### src/rtl/multicycle_ctrl_pkg.sv
// Shared types and constants for the multi-cycle MIPS control path.
package multicycle_ctrl_pkg;

   // Opcodes handled by the main decoder
   localparam logic [5:0] OP_RTYPE = 6'b000000;
   localparam logic [5:0] OP_LW    = 6'b100011;
   localparam logic [5:0] OP_SW    = 6'b101011;
   localparam logic [5:0] OP_BEQ   = 6'b000100;
   localparam logic [5:0] OP_ADDI  = 6'b001000;
   localparam logic [5:0] OP_ORI   = 6'b001101;
   localparam logic [5:0] OP_ANDI  = 6'b001100;
   localparam logic [5:0] OP_SLTI  = 6'b001010;
   localparam logic [5:0] OP_J     = 6'b000010;

   // ALU operation codes; ALU_NO_USE hands control to the funct decoder
   localparam logic [2:0] ALU_ADD    = 3'd1;
   localparam logic [2:0] ALU_SUB    = 3'd2;
   localparam logic [2:0] ALU_AND    = 3'd3;
   localparam logic [2:0] ALU_OR     = 3'd4;
   localparam logic [2:0] ALU_SLT    = 3'd5;
   localparam logic [2:0] ALU_NO_USE = 3'd7;

   // PC source select
   localparam logic [1:0] PCSRC_ALU    = 2'b00;
   localparam logic [1:0] PCSRC_ALUOUT = 2'b01;
   localparam logic [1:0] PCSRC_JUMP   = 2'b10;

   // ALU B operand select
   localparam logic [1:0] ALUB_REGB  = 2'b00;
   localparam logic [1:0] ALUB_FOUR  = 2'b01;
   localparam logic [1:0] ALUB_IMM   = 2'b10;
   localparam logic [1:0] ALUB_IMMSH = 2'b11;

   typedef enum logic [3:0] {
      FETCH   = 4'd0,
      DECODE  = 4'd1,
      MEMADR  = 4'd2,
      MEMRD   = 4'd3,
      MEMWB   = 4'd4,
      MEMWR   = 4'd5,
      RTEXE   = 4'd6,
      RTWB    = 4'd7,
      BEQ     = 4'd8,
      IMMEXE  = 4'd9,
      IMMWB   = 4'd10,
      JUMP    = 4'd11,
      ILLEGAL = 4'd12
   } ctrl_state_t;

endpackage

### src/rtl/multicycle_ctrl_imm_aluop_dec.sv
// ALU operation for the immediate-execute state, selected by opcode.
module imm_aluop_dec
   import multicycle_ctrl_pkg::*;
(
   input  logic [5:0] op,
   output logic [2:0] aluop
);

   // Map immediate opcodes to their ALU operation; addition is the fallback
   always_comb begin
      aluop = ALU_ADD;
      case (op)
         OP_ORI:  aluop = ALU_OR;
         OP_ANDI: aluop = ALU_AND;
         OP_SLTI: aluop = ALU_SLT;
         default: aluop = ALU_ADD;
      endcase
   end

endmodule

### src/rtl/multicycle_ctrl.sv
// Moore control FSM sequencing the multi-cycle MIPS datapath.
module multicycle_ctrl
   import multicycle_ctrl_pkg::*;
(
   input  logic       clk,
   input  logic       resetn,
   input  logic [5:0] op,
   input  logic       zero,
   input  logic       mem_ready,
   output logic       mem_req,
   output logic       memwrite,
   output logic       iord,
   output logic       irwrite,
   output logic       pc_en,
   output logic [1:0] pcsrc,
   output logic       alusrca,
   output logic [1:0] alusrcb,
   output logic [2:0] aluop,
   output logic       regdst,
   output logic       memtoreg,
   output logic       regwrite,
   output logic       retire,
   output logic       illegal,
   output logic [3:0] state_o
);

   ctrl_state_t state, state_nxt;
   logic [2:0]  imm_aluop;

   imm_aluop_dec u_imm_aluop_dec (
      .op    (op),
      .aluop (imm_aluop)
   );

   assign state_o = state;

   // State register; reset aborts any instruction back to fetch
   always_ff @(posedge clk or negedge resetn) begin
      if (!resetn) state <= FETCH;
      else         state <= state_nxt;
   end

   // Next-state and output decode; everything is suppressed while in reset
   always_comb begin
      state_nxt = state;
      mem_req   = 1'b0;
      memwrite  = 1'b0;
      iord      = 1'b0;
      irwrite   = 1'b0;
      pc_en     = 1'b0;
      pcsrc     = PCSRC_ALU;
      alusrca   = 1'b0;
      alusrcb   = ALUB_REGB;
      aluop     = 3'd0;
      regdst    = 1'b0;
      memtoreg  = 1'b0;
      regwrite  = 1'b0;
      retire    = 1'b0;
      illegal   = 1'b0;
      case (state)
         FETCH: begin
            mem_req = 1'b1;
            irwrite = mem_ready;
            pc_en   = mem_ready;
            alusrcb = ALUB_FOUR;
            aluop   = ALU_ADD;
            if (mem_ready) state_nxt = DECODE;
         end
         DECODE: begin
            alusrcb = ALUB_IMMSH;
            aluop   = ALU_ADD;
            case (op)
               OP_LW, OP_SW:                      state_nxt = MEMADR;
               OP_RTYPE:                          state_nxt = RTEXE;
               OP_BEQ:                            state_nxt = BEQ;
               OP_ADDI, OP_ORI, OP_ANDI, OP_SLTI: state_nxt = IMMEXE;
               OP_J:                              state_nxt = JUMP;
               default:                           state_nxt = ILLEGAL;
            endcase
         end
         MEMADR: begin
            alusrca   = 1'b1;
            alusrcb   = ALUB_IMM;
            aluop     = ALU_ADD;
            state_nxt = (op == OP_LW) ? MEMRD : MEMWR;
         end
         MEMRD: begin
            mem_req = 1'b1;
            iord    = 1'b1;
            if (mem_ready) state_nxt = MEMWB;
         end
         MEMWB: begin
            regwrite  = 1'b1;
            memtoreg  = 1'b1;
            retire    = 1'b1;
            state_nxt = FETCH;
         end
         MEMWR: begin
            mem_req  = 1'b1;
            memwrite = 1'b1;
            iord     = 1'b1;
            retire   = mem_ready;
            if (mem_ready) state_nxt = FETCH;
         end
         RTEXE: begin
            alusrca   = 1'b1;
            alusrcb   = ALUB_REGB;
            aluop     = ALU_NO_USE;
            state_nxt = RTWB;
         end
         RTWB: begin
            regwrite  = 1'b1;
            regdst    = 1'b1;
            retire    = 1'b1;
            state_nxt = FETCH;
         end
         BEQ: begin
            alusrca   = 1'b1;
            alusrcb   = ALUB_REGB;
            aluop     = ALU_SUB;
            pcsrc     = PCSRC_ALUOUT;
            pc_en     = zero;
            retire    = 1'b1;
            state_nxt = FETCH;
         end
         IMMEXE: begin
            alusrca   = 1'b1;
            alusrcb   = ALUB_IMM;
            aluop     = imm_aluop;
            state_nxt = IMMWB;
         end
         IMMWB: begin
            regwrite  = 1'b1;
            retire    = 1'b1;
            state_nxt = FETCH;
         end
         JUMP: begin
            pcsrc     = PCSRC_JUMP;
            pc_en     = 1'b1;
            retire    = 1'b1;
            state_nxt = FETCH;
         end
         ILLEGAL: begin
            illegal   = 1'b1;
            state_nxt = FETCH;
         end
         default: state_nxt = FETCH;
      endcase
      if (!resetn) begin
         mem_req  = 1'b0;
         memwrite = 1'b0;
         iord     = 1'b0;
         irwrite  = 1'b0;
         pc_en    = 1'b0;
         pcsrc    = 2'b00;
         alusrca  = 1'b0;
         alusrcb  = 2'b00;
         aluop    = 3'd0;
         regdst   = 1'b0;
         memtoreg = 1'b0;
         regwrite = 1'b0;
         retire   = 1'b0;
         illegal  = 1'b0;
      end
   end

endmodule

### config.mk
export PLATFORM = sky130hd
export DESIGN_NAME = multicycle_ctrl
export DESIGN_NICKNAME = d
export VERILOG_FILES = /design/src/rtl/multicycle_ctrl_pkg.sv /design/src/rtl/multicycle_ctrl_imm_aluop_dec.sv /design/src/rtl/multicycle_ctrl.sv
export SDC_FILE = /design/constraint.sdc
export NUM_CORES = 1
export LEC_CHECK = 0
export CORE_MARGIN = 3
export CORE_UTILIZATION = 37
export CTS_CLUSTER_DIAMETER = 40
export DETAILED_ROUTE_END_ITERATION = 10
export GPL_ROUTABILITY_DRIVEN = 0
export PLACE_DENSITY = 0.88
export SLEW_MARGIN = 0
export SYNTH_ARGS = -nofsm -noshare
export SYNTH_HDL_FRONTEND = slang
export SYNTH_SLANG_ARGS = --single-unit
### constraint.sdc
create_clock -name clk -period 1.2 [get_ports clk]
set_input_delay 0.18 -clock clk [delete_from_list [all_inputs] [get_ports clk]]
set_output_delay 0.18 -clock clk [all_outputs]
set_load 0.05 [all_outputs]
==> metrics.csv, run 1 <==
stage,metric,value,unit
run_status,status,did not finish,
run_status,Halt Stage,clock tree synthesis,
run_status,Tool Error,"[ERROR DPL-0038] Utilization greater than 100%, impossible to legalize",
clock_network,CTS Root Cell,clkbuf_4,
synthesis,compound-cell area share of the yosys netlist,0.2852,
placement,hpwl dp,3723,um
placement,IO Port Bufs,31,
synthesis,mapped cell area,701.9,sq um
synthesis,synth top area cells,"dfrtp_1 (14%), nor2_1 (12%), nand2b_1 (7.1%), a21oi_1 (5.7%), nor3_1 (5.0%)",
clock_network,hold-fix buffers at CTS,0,
floorplanning,Die Span Y,49.56,um
synthesis,"Distinct cells, synth",32,
clock_network,Post-CTS Resized,80,
synthesis,"count leader, synth",nor2_1,
synthesis,main combinational cell family by area after synthesis,simple AND/OR/NAND/NOR gates,
clock_network,clk sinks,4,
clock_network,postcts setup bufs,13,
synthesis,Mean Syn Cell Area,6.381,sq um
synthesis,Post-Synth Simple-Gate Area,0.4492,
clock_network,total CTS buffers,3,
clock_network,H-tree depth,1,
synthesis,post-synthesis mux area share,0.01604,
placement,placed insts,199,
synthesis,xor/xnor share of the synthesized area,0.02496,
synthesis,number of synthesized register bits,4,
synthesis,Adder-Cell Fraction of Synth Area,0,
synthesis,fraction of registers with async set or reset after synthesis,1.000,
synthesis,"Seq/Total Area, Yosys",0.1426,
synthesis,predominant post-synthesis flop cell,dfrtp_1,
synthesis,Post-Syn Instances,110,
synthesis,"area leader, netlist",dfrtp_1,
synthesis,"EDFF count, synth",0,
synthesis,Yosys top cell area share,0.1426,
floorplanning,initial core utilization,0.3979,
synthesis,synth warn,0,
floorplanning,I/O pins,32,
synthesis,synth cell count leaders,"nor2_1 (23), a21oi_1 (8), clkbuf_1 (8), nand2b_1 (8)",
clock_network,clock buffer depth,2,
floorplanning,# rows,15,
floorplanning,die extent in x,49.56,um
synthesis,Synthesized Nets,120,
==> per-stage QoR <==
| step | setup WS (ns) | setup TNS (ns) | hold slack, ns | cell area, sq um | utilization |
|---|---|---|---|---|---|
| 3_5_place_dp | -0.6984 | -9.746 | 0.5958 | 1722 | 0.9759 |
| 3_3_place_gp | -0.6023 | -8.000 | 0.5590 | 1722 | 0.9759 |
| 2_1_floorplan | -0.4804 | -6.987 | -0.1156 | 949.7 | - |
==> cell families after synthesis <==
| logic type | after synthesis |
|---|---|
| AOI/OAI and AO/OA | 27 |
| xor gates and xnor gates | 2 |
| buffers and inverters | 13 |
| DFF | 4 |
| muxes | 1 |
| and+or+nand+nor | 63 |
==> inputs of run 2 (changes only) <==
- CORE_AREA: default -> 3 3 64 66
- CORE_MARGIN: 3 -> default
- CORE_UTILIZATION: 37 -> default
- CTS_CLUSTER_DIAMETER: 40 -> default
- DIE_AREA: default -> 0 0 67 69
- PLACE_DENSITY: 0.88 -> default
- PLACE_DENSITY_LB_ADDON: default -> 0.15
- clock period: 1.2 -> 1.6 ns (I/O delays scaled with it)
==> run 2 against run 1 <==
  * The flow now finishes, with violations (negative setup slack)
  * Synthesized cell count unchanged
  * Synthesized area unchanged
==> metrics.csv, run 2 <==
stage,metric,value,unit
floorplanning,initial core utilization,0.1932,
synthesis,"Seq/Total Area, Yosys",0.1426,
cells_and_area,area delta synth->final,179.0,%
worst_setup_path,worst setup path end,regwrite,
worst_setup_path,R2R setup slack,0.15,ns
cells_and_area,# diodes,0,
floorplanning,die area,4623,sq um
clock_network,"CTS clk-pin slew, worst paths",0.04,ns
cells_and_area,Sequential Area,105.1,sq um
clock_network,clk sinks,4,
placement,IO Port Bufs,31,
synthesis,"EDFF count, synth",0,
clock_network,total CTS buffers,3,
grt,total grt overflow,0,
pwr,pwr/cell area,1574,nW/um^2
cells_and_area,most frequent cells in the layout,"buf_4 (31), buf_12 (24), nor2_4 (10), buf_6 (9), nor2_1 (7)",
run_status,failing checks,negative setup slack,
cells_and_area,footprint of the multi-input gates,824.5,sq um
routing,"antenna viol nets, final",0,
worst_hold_path,worst hold path class,input port to asynchronous set/reset pin,
synthesis,number of synthesized register bits,4,
synthesis,synth cell count leaders,"nor2_1 (23), a21oi_1 (8), clkbuf_1 (8), nand2b_1 (8)",
placement,hpwl dp,2224,um
clock_network,CTS Root Cell,clkbuf_8,
routing,DRT iter0 DRCs,26,
synthesis,fraction of registers with async set or reset after synthesis,1.000,
grt,largest net degree at the start of global routing,10,
clock_network,H-tree depth,1,
worst_setup_path,Worst R2R Start,state_o[0],
worst_setup_path,crit-path cells,"buf_6, inv_4, nor2_4, nor3_2, o21a_2, buf_12",
timing,Least-Margin Pin Slew,0.3293,ns
floorplanning,core area,3633,sq um
worst_setup_path,CP startpoint kind,flop,
worst_setup_path,Worst EP required,1.36,ns
floorplanning,# rows,22,
clock_network,CTS tree,built,
timing,Final Hold Fails,0,
cells_and_area,# nets final,189,
timing,setup repair after global routing missed its margin,yes,
worst_setup_path,Crit Path Category,flop to output pin,
synthesis,predominant post-synthesis flop cell,dfrtp_1,
grt,gr usage total,0.1450,
timing,"Slew Viols, Final",0,
synthesis,Post-Syn Instances,110,
floorplanning,I/O pins,32,
worst_setup_path,Worst R2R Path Depth,6,
synthesis,synth top area cells,"dfrtp_1 (14%), nor2_1 (12%), nand2b_1 (7.1%), a21oi_1 (5.7%), nor3_1 (5.0%)",
routing,drt wl/cell,13.84,um
cells_and_area,layout cells sized above 1,0.6836,
floorplanning,die extent in x,67,um
timing,Hold Slack,0.3768,ns
routing,drc violations,0,
grt,first-pass GRT wire length,5292,um
clock_network,clock buffer depth,2,
timing,final worst slack,-0.1608,ns
cells_and_area,"commonest non-fill, non-tap cell in the layout",buf_4,
timing,Rel. slew slack,0.7784,
worst_setup_path,Crit. End Element,output pin,
synthesis,"Distinct cells, synth",32,
placement,pre-CTS setup slack,-0.3434,ns
pwr,Tot Pwr,0.003081,W
synthesis,"count leader, synth",nor2_1,
routing,drt total wl,3113,um
timing,Fmax,0.5679,GHz
grt,vias in the first global route,1132,
cells_and_area,max FFs per register,4,
timing,final setup violation count,13,
synthesis,mapped cell area,701.9,sq um
worst_setup_path,Worst Path Arrival,1.52,ns
timing,final worst-path cycle share,1.101,
worst_setup_path,Crit Path Max Fanout,7,
timing,Clock Skew,0.005367,ns
routing,via/cell ratio,4.791,
worst_setup_path,crit path launch,state_o[0],
cells_and_area,final-layout fill cell count,348,
pwr,Peak supply drop,0.0006498,V
routing,Via Count,1078,
floorplanning,Die Span Y,69,um
worst_setup_path,reg2reg end,state_o[0],
routing,DRT Pass-1 Iters,4,
worst_setup_path,crit-path max cell delay,0.49,ns
run_status,status,"finished, violations left",
synthesis,Yosys top cell area share,0.1426,
pwr,Leak Pwr,0.7589,nW
synthesis,Synthesized Nets,120,
synthesis,"area leader, netlist",dfrtp_1,
grt,initial antenna violation count,0,
synthesis,Mean Syn Cell Area,6.381,sq um
timing,Tmin final,1.761,ns
synthesis,synth warn,0,
worst_setup_path,slowest CP cell,dfrtp_2,
flow_run,max-capacitance violation count,0,
clock_network,Worst-Skew Late Latency,0.22,ns
## run 2: worst min-delay path by stage
| stage | end | slack, ns | depth (start not counted) |
|---|---|---|---|
| CTS | state_o[3] | 0.37 | 4 |
| floorplan | state_o[0] | -0.06 | 0 |
| global placement | state_o[3] | 0.68 | 2 |
| finish | state_o[3] | 0.38 | 4 |
| global route | state_o[2] | 0.42 | 4 |
| detailed placement | state_o[3] | 0.67 | 2 |
## run 2: worst max-delay path: cells and delay by family (launching register included)
kind | cells | cell delay [ns]
and+or+nand+nor | 2 | 0.24
buffers and inverters | 3 | 0.35
DFF | 1 | 0.49
AOI/OAI and AO/OA | 1 | 0.22
## run 2: cell type report
cell class	count	share of cell area
timing repair buffer	74	0.4665
sequential	4	0.05367
clock buffer	3	0.02109
multi-input combinational	93	0.4211
inverter	3	0.007029
tap	48	0.03067
## run 2: what timing repair did
item	in CTS	in global routing
buffers inserted	15	3
gates cloned	0	0
resized for setup	47	13
setup endpoints to repair	19	18
hold buffers	0	0
pin swaps	18	9
## run 2: kinds of logic (layout without fill, tap and decap cells)
family,after synthesis,after routing,share of synthesized area
DFF,4,4,0.1426
xor gates and xnor gates,2,2,0.02496
muxes,1,1,0.01604
buffers and inverters,13,80,0.08199
and+or+nand+nor,63,63,0.4492
AOI/OAI and AO/OA,27,27,0.2852
## run 2: routing by layer
| metal | part of all wire | GRT usage |
|---|---|---|
| met5 | 0 | 0 |
| met4 | 0.015 | 0.05180 |
| met3 | 0.029 | 0.01792 |
| met2 | 0.53 | 0.2620 |
| met1 | 0.42 | 0.1685 |
## run 2: report_power, final
part | switching [W] | internal (W)
sequential | 0.0000957 | 0.000145
clock | 0.0000585 | 0.000161
combinational | 0.00130 | 0.00132
total | 0.00145 | 0.00163
## run 2: metrics by stage
stage	cell area [sq um]	utilization	setup TNS [ns]	instances
3_3_place_gp	1578	0.4342	-2.025	205
4_1_cts	1878	0.5169	-1.241	223
2_1_floorplan	889.6	-	-1.204	110
6_report	1958	0.5389	-1.139	225
5_1_grt	1958	0.5389	-2.091	225
3_5_place_dp	1578	0.4342	-2.123	205
Power figures use the tool's default switching activity.
==> inputs of run 3 (changes only) <==
- TNS_END_PERCENT: default -> 20
==> run 3 against run 2 <==
  * First-iteration DRC count decreased by 3.8%
  * Via count fell by 2.4%
  * Critical path depth is the same
  * Global-route usage decreased by 1.5 points
  * Combinational power shrank 4%
  * Die area unchanged
  * The flow still finishes with violations (negative setup slack)
  * Routed wire length down 9.1%
  * Clock skew down 0.0036 ns
==> metrics.csv, run 3 (synthesized netlist as in run 2, its figures left out) <==
stage,metric,value,unit
floorplanning,# rows,22,
worst_setup_path,Worst R2R Start,state_o[1],
flow_run,max-capacitance violation count,0,
floorplanning,die extent in x,67,um
pwr,Peak supply drop,0.0007844,V
timing,Least-Margin Pin Slew,0.3449,ns
worst_setup_path,Crit Path Max Fanout,6,
placement,hpwl dp,2142,um
placement,placed insts,205,
floorplanning,initial core utilization,0.1932,
timing,Clock Skew,0.001802,ns
routing,DRT iter0 DRCs,25,
cells_and_area,max FFs per register,4,
clock_network,hold-fix buffers at CTS,0,
worst_setup_path,Crit. End Element,output pin,
routing,via/cell ratio,4.760,
timing,final worst-path cycle share,1.068,
timing,final worst slack,-0.1081,ns
timing,setup repair after global routing missed its margin,yes,
timing,Rel. slew slack,0.7680,
cells_and_area,most frequent cells in the layout,"buf_4 (32), buf_12 (22), nor2_4 (10), nor2_2 (7)",
routing,DRT Pass-1 Iters,4,
clock_network,"CTS clk-pin slew, worst paths",0.03,ns
clock_network,total CTS buffers,3,
floorplanning,die area,4623,sq um
routing,Via Count,1052,
worst_setup_path,Crit Path Category,flop to output pin,
cells_and_area,Finished Layout Cells,221,
timing,Fmax,0.5855,GHz
pwr,pwr/cell area,1576,nW/um^2
run_status,failing checks,negative setup slack,
clock_network,CTS Root Cell,clkbuf_8,
grt,gr usage total,0.1297,
grt,initial antenna violation count,0,
timing,final setup violation count,14,
floorplanning,core area,3633,sq um
pwr,Leak Pwr,0.7240,nW
cells_and_area,# diodes,0,
cells_and_area,# nets final,185,
clock_network,clk sinks,4,
routing,"antenna viol nets, final",0,
cells_and_area,area delta synth->final,166.7,%
timing,TNS Setup,-0.7914,ns
floorplanning,I/O pins,32,
timing,"Slew Viols, Final",0,
routing,drc violations,0,
clock_network,H-tree depth,1,
clock_network,clock buffer depth,2,
floorplanning,Die Span Y,69,um
worst_setup_path,Worst EP required,1.36,ns
grt,first-pass GRT wire length,4954,um
routing,drt total wl,2831,um
routing,drt wl/cell,12.81,um
worst_setup_path,Worst Path Arrival,1.47,ns
placement,IO Port Bufs,31,
timing,Final Hold Fails,0,
worst_hold_path,worst hold path class,input port to asynchronous set/reset pin,
grt,largest net degree at the start of global routing,15,
run_status,status,"finished, violations left",
grt,vias in the first global route,1107,
cells_and_area,"commonest non-fill, non-tap cell in the layout",buf_4,
worst_setup_path,crit path launch,state_o[0],
timing,Tmin final,1.708,ns
cells_and_area,final-layout fill cell count,333,
cells_and_area,layout cells sized above 1,0.6821,
clock_network,Worst-Skew Late Latency,0.21,ns
worst_setup_path,CP startpoint kind,flop,
clock_network,CTS tree,built,
grt,total grt overflow,0,
## run 3: cell count changes in the layout (fill, tap and decap cells not counted), sizes merged
cell	previous run	this run
buf	65	60
clkbuf	3	4
## run 3: path summary, 6_finish.rpt
path | depth (start not counted) | slack, ns | endpoint
setup / recovery | 6 | -0.11 | pc_en
hold / removal | 2 | 0.16 | state_o[2]
setup reg to reg | 5 | 0.21 | state_o[1]
hold reg to reg | 2 | 0.67 | state_o[3]
max in group asynchronous | 2 | 1.29 | state_o[3]
min in group clk | 4 | 0.57 | state_o[3]
## run 3: repair_timing
item                       4_1_cts  5_1_grt
buffers inserted                11        2
cloned                           0        0
setup endpoints to repair       19       18
pin swaps                       10        4
resized for setup               43       15
## run 3: critical path: stages (launching register included)
cell and delay (ns):
dfrtp_2 0.44, buf_6 0.14, nor2_4 0.09, nand2_1 0.06
mux2_4 0.29, nor2_4 0.10, buf_12 0.14
## run 3: metrics by stage
stage / util / area (sq um) / power (W) / hold WS, ns / setup WS, ns
2_1_floorplan: - / 865.8 / 0.001427 / -0.05559 / -0.1404
3_3_place_gp: 0.4301 / 1563 / 0.002300 / 0.5859 / -0.3463
3_5_place_dp: 0.4301 / 1563 / 0.002302 / 0.5915 / -0.3431
4_1_cts: 0.4945 / 1797 / 0.002842 / 0.1605 / -0.1038
5_1_grt: 0.5152 / 1872 / 0.003103 / 0.1593 / -0.1790
6_report: 0.5152 / 1872 / 0.002950 / 0.1579 / -0.1081
## run 3: routing by layer
metal  routed length, um  global-route usage  share of wire
met4                  14             0.03604         0.0049
met3                 129             0.01954          0.046
met2                1515              0.2347           0.54
met5                   0                   0              0
met1                1171              0.1527           0.41
## run 3: report_power, final
group	total, W	internal [W]	switching [W]
Sequential	0.000224	0.000145	0.0000791
Clock	0.000206	0.000160	0.0000464
Combinational	0.00252	0.00124	0.00128
## run 3: layout make-up
type,count,area (sq um),area share
inverters,3,11.26,0.006016
flip-flops and latches,4,105.1,0.05615
well taps,48,60.06,0.03209
multi-input cells,93,814.5,0.4352
repair buffers,70,839.6,0.4485
clock buffers,3,41.29,0.02206
